[config.mk]
export PLATFORM = sky130hd
export DESIGN_NAME = exu_wakeup_bcast
export DESIGN_NICKNAME = d
export VERILOG_FILES = /design/src/rtl/exu_wakeup_bcast_pkg.sv /design/src/rtl/exu_div_wakeup_fsm.sv /design/src/rtl/exu_wakeup_bcast.sv
export SDC_FILE = /design/constraint.sdc
export NUM_CORES = 1
export LEC_CHECK = 0
export ABC_AREA = 0
export ABC_CLOCK_PERIOD_IN_PS = 2000
export CAP_MARGIN = 20
export CORE_MARGIN = 3
export CORE_UTILIZATION = 40
export DETAILED_ROUTE_END_ITERATION = 12
export GPL_ROUTABILITY_DRIVEN = 0
export PLACE_DENSITY_LB_ADDON = 0.12
export SYNTH_ARGS = -nofsm -noshare
export SYNTH_HDL_FRONTEND = slang
export SYNTH_SLANG_ARGS = --single-unit
[constraint.sdc]
create_clock -name clk -period 2 [get_ports clk]
set_input_delay 0.4 -clock clk [delete_from_list [all_inputs] [get_ports clk]]
set_output_delay 0.4 -clock clk [all_outputs]
set_load 0.005 [all_outputs]
[src/rtl/exu_wakeup_bcast_pkg.sv]
// Shared tag widths, latencies and divider FSM encodings for the EXU
// wakeup broadcast logic.
package exu_wakeup_bcast_pkg;

    localparam int PREG_W   = 6;
    localparam int MUL_LAT  = 3;
    localparam int DIV_LAT  = 18;
    localparam int DIV_FAST = 3;

    localparam logic [0:0] DIV_IDLE = 1'b0;
    localparam logic [0:0] DIV_BUSY = 1'b1;

    // A broadcast with vld low always carries an all-zero tag.
    function automatic logic [PREG_W-1:0] mask_preg(input logic vld,
                                                    input logic [PREG_W-1:0] preg);
        return vld ? preg : '0;
    endfunction

endpackage

[src/rtl/exu_div_wakeup_fsm.sv]
// Divider wakeup timing: IDLE/BUSY FSM with a down-counter that emits the
// div1/div2 forward hints and the div3 result tag at the end of a divide.
module exu_div_wakeup_fsm
    import exu_wakeup_bcast_pkg::*;
#(
    parameter int P_PREG_W   = PREG_W,
    parameter int P_DIV_LAT  = DIV_LAT,
    parameter int P_DIV_FAST = DIV_FAST
) (
    input  logic                clk,
    input  logic                rst_clk,
    input  logic                flush,
    input  logic                issue_vld,
    input  logic                issue_dst_vld,
    input  logic [P_PREG_W-1:0] issue_preg,
    input  logic                issue_fast,
    output logic                div_ready,
    output logic                div1_vld,
    output logic [P_PREG_W-1:0] div1_preg,
    output logic                div2_vld,
    output logic [P_PREG_W-1:0] div2_preg,
    output logic                div3_vld,
    output logic [P_PREG_W-1:0] div3_preg
);

    localparam int CNT_W = $clog2(P_DIV_LAT);
    localparam logic [CNT_W-1:0] CNT_NORM = CNT_W'(P_DIV_LAT - 1);
    localparam logic [CNT_W-1:0] CNT_FAST = CNT_W'(P_DIV_FAST - 1);

    logic [0:0]          state_q, state_d;
    logic [CNT_W-1:0]    cnt_q, cnt_d;
    logic                dst_vld_q, dst_vld_d;
    logic [P_PREG_W-1:0] preg_q, preg_d;
    logic                div1_vld_q, div1_vld_d;
    logic [P_PREG_W-1:0] div1_preg_q, div1_preg_d;
    logic                div2_vld_q, div2_vld_d;
    logic [P_PREG_W-1:0] div2_preg_q, div2_preg_d;
    logic                div3_vld_q, div3_vld_d;
    logic [P_PREG_W-1:0] div3_preg_q, div3_preg_d;

    // Next-state: accept an issue in IDLE, count down in BUSY, and leave BUSY
    // as the result tag is launched so a new divide can issue that cycle.
    // The forward hints are derived from the next count so they line up
    // exactly two and one cycles ahead of the result.
    always_comb begin
        state_d   = state_q;
        cnt_d     = cnt_q;
        dst_vld_d = dst_vld_q;
        preg_d    = preg_q;
        if (flush) begin
            state_d   = DIV_IDLE;
            cnt_d     = '0;
            dst_vld_d = 1'b0;
            preg_d    = '0;
        end else if (state_q == DIV_IDLE) begin
            if (issue_vld) begin
                state_d   = DIV_BUSY;
                cnt_d     = issue_fast ? CNT_FAST : CNT_NORM;
                dst_vld_d = issue_dst_vld;
                preg_d    = issue_preg;
            end
        end else begin
            if (cnt_q != '0) begin
                cnt_d = cnt_q - CNT_W'(1);
            end
            if (cnt_q <= CNT_W'(1)) begin
                state_d = DIV_IDLE;
            end
        end

        div1_vld_d  = (state_d == DIV_BUSY) && dst_vld_d && (cnt_d == CNT_W'(2));
        div2_vld_d  = (state_d == DIV_BUSY) && dst_vld_d && (cnt_d == CNT_W'(1));
        div3_vld_d  = !flush && (state_q == DIV_BUSY) && dst_vld_q && (cnt_q == CNT_W'(1));
        div1_preg_d = div1_vld_d ? preg_d : '0;
        div2_preg_d = div2_vld_d ? preg_d : '0;
        div3_preg_d = div3_vld_d ? preg_q : '0;
    end

    // State, counter and broadcast registers; reset drops any divide in flight.
    always_ff @(posedge clk) begin
        if (rst_clk) begin
            state_q     <= DIV_IDLE;
            cnt_q       <= '0;
            dst_vld_q   <= 1'b0;
            preg_q      <= '0;
            div1_vld_q  <= 1'b0;
            div1_preg_q <= '0;
            div2_vld_q  <= 1'b0;
            div2_preg_q <= '0;
            div3_vld_q  <= 1'b0;
            div3_preg_q <= '0;
        end else begin
            state_q     <= state_d;
            cnt_q       <= cnt_d;
            dst_vld_q   <= dst_vld_d;
            preg_q      <= preg_d;
            div1_vld_q  <= div1_vld_d;
            div1_preg_q <= div1_preg_d;
            div2_vld_q  <= div2_vld_d;
            div2_preg_q <= div2_preg_d;
            div3_vld_q  <= div3_vld_d;
            div3_preg_q <= div3_preg_d;
        end
    end

    // An issue while the divider is busy is an upstream bug; it is ignored.
    always_ff @(posedge clk) begin
        if (!rst_clk && !flush) begin
            assert (!(issue_vld && (state_q == DIV_BUSY)))
                else $error("div issued while divider busy");
        end
    end

    assign div_ready = (state_q == DIV_IDLE);
    assign div1_vld  = div1_vld_q;
    assign div1_preg = div1_preg_q;
    assign div2_vld  = div2_vld_q;
    assign div2_preg = div2_preg_q;
    assign div3_vld  = div3_vld_q;
    assign div3_preg = div3_preg_q;

endmodule

[src/rtl/exu_wakeup_bcast.sv]
// EXU wakeup transmitter: drives mul/div forward and result tag broadcasts
// that issue-queue entries snoop to mark their sources ready.
module exu_wakeup_bcast
    import exu_wakeup_bcast_pkg::*;
(
    input  logic              clk,
    input  logic              rst_clk,
    input  logic              rtu_global_flush,
    input  logic              mul_issue_vld,
    input  logic              mul_issue_dst_vld,
    input  logic [PREG_W-1:0] mul_issue_preg,
    input  logic              div_issue_vld,
    input  logic              div_issue_dst_vld,
    input  logic [PREG_W-1:0] div_issue_preg,
    input  logic              div_issue_fast,
    output logic              div_ready,
    output logic              exu_idu_is_mul1_forward_vld,
    output logic [PREG_W-1:0] exu_idu_is_mul1_forward_preg,
    output logic              exu_idu_is_mul2_forward_vld,
    output logic [PREG_W-1:0] exu_idu_is_mul2_forward_preg,
    output logic              exu_idu_is_mul3_result_vld,
    output logic [PREG_W-1:0] exu_idu_is_mul3_result_preg,
    output logic              exu_idu_is_div1_forward_vld,
    output logic [PREG_W-1:0] exu_idu_is_div1_forward_preg,
    output logic              exu_idu_is_div2_forward_vld,
    output logic [PREG_W-1:0] exu_idu_is_div2_forward_preg,
    output logic              exu_idu_is_div3_result_vld,
    output logic [PREG_W-1:0] exu_idu_is_div3_result_preg
);

    logic              mul1_vld_q, mul1_vld_d;
    logic [PREG_W-1:0] mul1_preg_q, mul1_preg_d;
    logic              mul2_vld_q, mul2_vld_d;
    logic [PREG_W-1:0] mul2_preg_q, mul2_preg_d;
    logic              mul3_vld_q, mul3_vld_d;
    logic [PREG_W-1:0] mul3_preg_q, mul3_preg_d;

    // Multiplier tag shift chain; a flush empties every stage at once.
    always_comb begin
        mul1_vld_d  = !rtu_global_flush && mul_issue_vld && mul_issue_dst_vld;
        mul1_preg_d = mask_preg(mul1_vld_d, mul_issue_preg);
        mul2_vld_d  = !rtu_global_flush && mul1_vld_q;
        mul2_preg_d = mask_preg(mul2_vld_d, mul1_preg_q);
        mul3_vld_d  = !rtu_global_flush && mul2_vld_q;
        mul3_preg_d = mask_preg(mul3_vld_d, mul2_preg_q);
    end

    // Multiplier stage registers.
    always_ff @(posedge clk) begin
        if (rst_clk) begin
            mul1_vld_q  <= 1'b0;
            mul1_preg_q <= '0;
            mul2_vld_q  <= 1'b0;
            mul2_preg_q <= '0;
            mul3_vld_q  <= 1'b0;
            mul3_preg_q <= '0;
        end else begin
            mul1_vld_q  <= mul1_vld_d;
            mul1_preg_q <= mul1_preg_d;
            mul2_vld_q  <= mul2_vld_d;
            mul2_preg_q <= mul2_preg_d;
            mul3_vld_q  <= mul3_vld_d;
            mul3_preg_q <= mul3_preg_d;
        end
    end

    assign exu_idu_is_mul1_forward_vld  = mul1_vld_q;
    assign exu_idu_is_mul1_forward_preg = mul1_preg_q;
    assign exu_idu_is_mul2_forward_vld  = mul2_vld_q;
    assign exu_idu_is_mul2_forward_preg = mul2_preg_q;
    assign exu_idu_is_mul3_result_vld   = mul3_vld_q;
    assign exu_idu_is_mul3_result_preg  = mul3_preg_q;

    exu_div_wakeup_fsm #(
        .P_PREG_W   (PREG_W),
        .P_DIV_LAT  (DIV_LAT),
        .P_DIV_FAST (DIV_FAST)
    ) u_div_fsm (
        .clk           (clk),
        .rst_clk       (rst_clk),
        .flush         (rtu_global_flush),
        .issue_vld     (div_issue_vld),
        .issue_dst_vld (div_issue_dst_vld),
        .issue_preg    (div_issue_preg),
        .issue_fast    (div_issue_fast),
        .div_ready     (div_ready),
        .div1_vld      (exu_idu_is_div1_forward_vld),
        .div1_preg     (exu_idu_is_div1_forward_preg),
        .div2_vld      (exu_idu_is_div2_forward_vld),
        .div2_preg     (exu_idu_is_div2_forward_preg),
        .div3_vld      (exu_idu_is_div3_result_vld),
        .div3_preg     (exu_idu_is_div3_result_preg)
    );

endmodule
======== Yosys cells after proc, flatten, opt, wreduce, memory -nomap -nowiden ========
Cells that the tools add are included.
storage, ports and cells
  register bits after elaboration ......... 55
  logic and storage cells ................. 61
operators by class
  reductions and logical operators ........ 18
  muxes and demuxes ....................... 15
  add/sub/neg operators ................... 1
  bitwise operators ....................... 7
  order comparisons ....................... 1
  equality and inequality tests ........... 3
operator list
  operator                                                                           count
  5-bit 2-to-1 mux                                                                   5
  6-bit 2-to-1 mux                                                                   3
  2-bit OR reduction                                                                 6
  5-bit by 1-bit equality test with 1-bit output (second input constant)             2
  1-bit logical AND                                                                  10
  1-bit 2-to-1 mux                                                                   7
  1-bit inverter                                                                     7
  5-bit by 2-bit equality test with 1-bit output (second input constant)             1
  5-bit by 1-bit less-or-equal comparator with 1-bit output (second input constant)  1
  5-bit nonzero test                                                                 1
  5-bit by 1-bit subtractor with 5-bit output (second input constant)                1
  1-bit zero test                                                                    1

======== Depth between registers and ports, before layout ========
  depth after elaboration ................. 8
  mapped depth ............................ 8
  mapped depth without buffers ............ 7

======== Modules after synthesis ========
Synthesis repeated with hierarchy kept, for this count alone.
second synthesis, totals
  cell total of the unflattened synthesis .. 196
  area, all modules ....................... 1966.9 um2
modules (own cells, without submodules)
  module              instances  seq. area each (um2)  area each (um2)  cells an instance
  exu_div_wakeup_fsm  1          680.7                 1392.6           154
  exu_wakeup_bcast    1          420.4                 574.3            42

======== Worst setup path after synthesis ========
No wires, ideal clock.
  path kind ............................... reg-to-reg
  start point ............................. register u_div_fsm.cnt_q[0]
  end point ............................... register u_div_fsm.div2_preg_q[1] (netlist: u_div_fsm.div2_preg[1])
  cell stages (with the launch flop) ...... 9
  path buffers ............................ 1
  library setup time ...................... 0.064 ns
  data arrival time ....................... 1.853 ns
  setup slack ............................. 0.083 ns
  path through ............................ dfxtp_1 > inv_1 > ha_1 > nor4b_4 > xnor2_1 > a211o_1 > or3_1 > buf_6 > nor2_2
between the ends
  longest elaborated chain between the ends .. 8
  elaborated cells on any way between the ends .. 15
RTL lines
  what                                                                                 RTL line                                            text
  start, declared                                                                      exu_div_wakeup_fsm.sv:31                            logic [CNT_W-1:0] cnt_q, cnt_d;
  start signal, assigned                                                               exu_div_wakeup_fsm.sv:94                            cnt_q <= cnt_d;
  5-bit by 1-bit subtractor with 5-bit output (tied with other cells)                  exu_div_wakeup_fsm.sv:64                            cnt_d = cnt_q - CNT_W'(1);
  5-bit 2-to-1 mux or 1-bit 2-to-1 mux (tied branches)                                 exu_div_wakeup_fsm.sv:63, exu_div_wakeup_fsm.sv:66
  5-bit 2-to-1 mux or 1-bit 2-to-1 mux (tied branches)                                 exu_div_wakeup_fsm.sv:55                            end else if (state_q == DIV_IDLE) begin
  5-bit 2-to-1 mux or 1-bit 2-to-1 mux (tied branches)                                 exu_div_wakeup_fsm.sv:50                            if (flush) begin
  5-bit by 1-bit equality test with 1-bit output or 1-bit logical AND (tied branches)  exu_div_wakeup_fsm.sv:72                            div2_vld_d = (state_d == DIV_BUSY) && dst_vld_d && (cnt_d == CNT_W'(1));
  1-bit logical AND *                                                                  exu_div_wakeup_fsm.sv:72
  1-bit inverter (no line) *                                                           --
  2-bit OR reduction (no line) *                                                       --
  end signal, assigned                                                                 exu_div_wakeup_fsm.sv:100                           div2_preg_q <= div2_preg_d;
  end, declared                                                                        exu_div_wakeup_fsm.sv:37                            logic [P_PREG_W-1:0] div2_preg_q, div2_preg_d;
Every way passes the cells marked *; elsewhere a longest branch is shown, timed or not.
A chain may end at the register's enable or synchronous reset.

======== Worst setup path in the final report ========
  start point ............................. register u_div_fsm.cnt_q[0]
  end point ............................... register u_div_fsm.div2_preg_q[3] (netlist: u_div_fsm.div2_preg[3])
Same word-level chain as after synthesis.

==> impl_results.md <==
* Status: finished clean
* H-tree depth at 2
* Netlist cell types at 36
* Gr usage total at 15.1%
* Worst setup SP type: register
* Starting density of the core at 42.8%
* Max layer used: met4
* Synthesized Nets at 204
* WL per Instance at 13.2 µm
* CTS tree: built
* Ratio of cells with drive above 1 in the final layout at 20.2%
* Row cnt at 24
* Post-layout util at 63.3%
* Final Cycle Share at 95.7%
* DRC at 0
* Die Ht at 75.5 µm
* ANT nets after route at 0
* Worst setup margin at 0.0859 ns
* Leakage at 1.15 nW
* Critical path arrival at 2.17 ns
* Clk_skew at 0.0114 ns
* # nets final at 280
* CTS Sinks at 55
* WL met3 at 179 µm
* CP endpoint kind: register
* Relative slew slack at 71.4%
* Finish-stage setup viols at 0
* GRT overflow at 0
* Layout area overhead at 47.9%
* Root Buffer: clkbuf_8
* TritonCTS Buffers at 5
* Vias per inst at 4.66
* Hold Fails Final Rpt at 0
* Worst-path fanout max at 7
* Vias at 1445
* Max-cap check violation count at 0
* Worst setup path class: reg -> reg
* CTS max path bufs at 2
* WP data required at 2.25 ns
* PwrDens at 722 mW/mm²
* First-pass DRT Iterations at 4
* Die area at 0.00569 mm²
* Pre-CTS setup slack at -0.320 ns
* Initial antenna violation count at 0
* Yosys reg bits at 55
* Final critical-path required period at 1.91 ns
* Inst Count DP at 300
* First-pass GRT wire length at 6.39 mm
* Buffers added on ports at 62
* Initial drt markers at 64
* Post-synthesis sequential area ratio at 57.1%
* Worst VDD drop at 456 µV
* Mapped Cells at 181
* Metal-1 WL at 1.95 mm
* Main synth FF type: dfxtp_1
* Clk_lat worst skew at 0.31 ns
* Placed wire-length estimate at 3.14 mm
* Post-Syn Area at 0.00193 mm²
* HP Class: reg -> reg
* Finished Layout Cells at 310
* Io pins at 63
* Met2 Wirelength at 1.90 mm
* Fmax at 522 MHz
* WL final at 4.08 mm
* RSZ-0062 raised after global routing: false
* Worst Max-Slew Pin Slew at 0.428 ns
* Layout fillers at 382
* CTS clk-pin slew, worst paths at 0.10 ns
* Warnings, synthesis at 0
* Pin count of the biggest net entering global routing at 19
* Number of enable flip-flop cells after synthesis at 0
* Async SR Flop Fraction at 0%
* Slew Limit Fails at 0
* Core outline area at 0.00450 mm²
* Die W at 75.5 µm
* Vias in the first global route at 1311
* Avg Cell Area, Syn at 10.7 µm²
* Ant diodes at 0
==> where the power goes <==
group          switching (mW)  total (mW)  internal, mW
registers              0.0123        1.12          1.11
clock network           0.357       0.734         0.377
logic                  0.0876       0.206         0.118
==> synthesized netlist by cell type (all sizes together) (2+ instances only) <==
master	n	area [µm²]
nor2b	4	25.0
a211oi	2	15.0
a21oi	2	10.0
nand2b	3	18.8
or2	3	18.8
mux2i	9	90.1
and2	14	87.6
xor2	2	17.5
clkbuf	5	18.8
nand2	10	37.5
and3	13	81.3
ha	3	37.5
nor3	3	15.0
dfxtp	55	1100
o21bai	2	15.0
a32oi	2	17.5
buf	4	32.5
nor2	28	128
inv	3	11.3
==> state kept, by name (all words and copies together) (netlist names) <==
signal                        flops
exu_idu_is_mul1_forward_preg      6
exu_idu_is_mul2_forward_preg      6
exu_idu_is_mul3_result_preg       6
u_div_fsm.div1_preg               6
u_div_fsm.div2_preg               6
u_div_fsm.div3_preg               6
u_div_fsm.preg_q                  6
u_div_fsm.cnt_q                   5
exu_idu_is_mul1_forward_vld       1
exu_idu_is_mul2_forward_vld       1
exu_idu_is_mul3_result_vld        1
u_div_fsm.div1_vld                1
u_div_fsm.div2_vld                1
u_div_fsm.div3_vld                1
u_div_fsm.dst_vld_q               1
u_div_fsm.state_q                 1
==> cell usage in the layout (no fill, tap or decap), types with 3 or more instances in the layout <==
| cell type | count |
|---|---|
| nand2b_1 | 3 |
| and3_1 | 13 |
| buf_4 | 15 |
| mux2i_1 | 9 |
| clkdlybuf4s50_1 | 62 |
| nor2_2 | 6 |
| dfxtp_1 | 52 |
| nor2_1 | 21 |
| dfxtp_2 | 3 |
| or2_2 | 3 |
| clkbuf_8 | 5 |
| nand2_1 | 10 |
| and2_1 | 14 |
==> through the flow <==
step	TNS, ns	power (mW)	instance area (µm²)	hold WS, ns
2_1_floorplan	0	1.25	1930	0.429
3_3_place_gp	-2.75	1.34	2670	0.439
3_5_place_dp	-3.53	1.34	2670	0.446
4_1_cts	0	2.07	2810	0.467
5_1_grt	0	2.14	2850	0.485
6_report	0	2.06	2850	0.464
==> per-layer routing <==
layer / vias up / track usage (%)
met5: - / 0
met4: 0 / 5.83
met3: 5 / 3.56
met2: 38 / 22.5
met1: 648 / 21.2
li1: 754 / -
==> worst paths after layout <==
check | start | end | slack [ns] | cells after the start
setup / recovery | u_div_fsm.cnt_q[0]$_SDFF_PP0_ | u_div_fsm.div2_preg[3]$_SDFF_PP0_ | 0.09 | 8
hold / removal | u_div_fsm.preg_q[3]$_SDFF_PP0_ | u_div_fsm.div3_preg[3]$_SDFF_PP0_ | 0.46 | 1
setup reg to reg | u_div_fsm.cnt_q[0]$_SDFF_PP0_ | u_div_fsm.div2_preg[3]$_SDFF_PP0_ | 0.09 | 8
hold reg to reg | u_div_fsm.preg_q[3]$_SDFF_PP0_ | u_div_fsm.div3_preg[3]$_SDFF_PP0_ | 0.46 | 1
==> cell type report <==
class / instances / area, µm² / share of cell area [%]
inverter: 3 / 11.3 / 0.395
clock buffer: 5 / 68.8 / 2.41
clock inverter: 3 / 46.3 / 1.62
multi-input combinational: 114 / 808 / 28.3
timing repair buffer: 78 / 748 / 26.2
tap: 52 / 65.1 / 2.28
sequential: 55 / 1100 / 38.7
==> worst max-delay path: stages, from the launching register on <==
cell and delay [ns]:
dfxtp_2 0.33, inv_2 0.09, ha_2 0.24, nor3b_2 0.20, mux2i_1 0.22, a211oi_1 0.12
or3_4 0.41, buf_8 0.15, nor2_2 0.10
==> kinds of logic (layout without fill, tap and decap cells) <==
logic type | count (synthesis) | after routing | synth area share [%]
fa+ha+maj | 3 | 3 | 1.95
buf+inv | 12 | 89 | 3.24
compound gates | 14 | 14 | 6.74
xor+xnor | 3 | 3 | 1.36
mux | 9 | 9 | 4.67
simple gates | 85 | 85 | 25.0
flops | 55 | 55 | 57.1
==> repair_timing <==
action                     in CTS  in global routing
buffers inserted                2                  0
cloned                          0                  0
gates resized for setup         2                 14
setup endpoints to repair      14                 15
pin swaps                       1                  1
hold buffers                    0                  0
(Power assumes the default switching activity.)
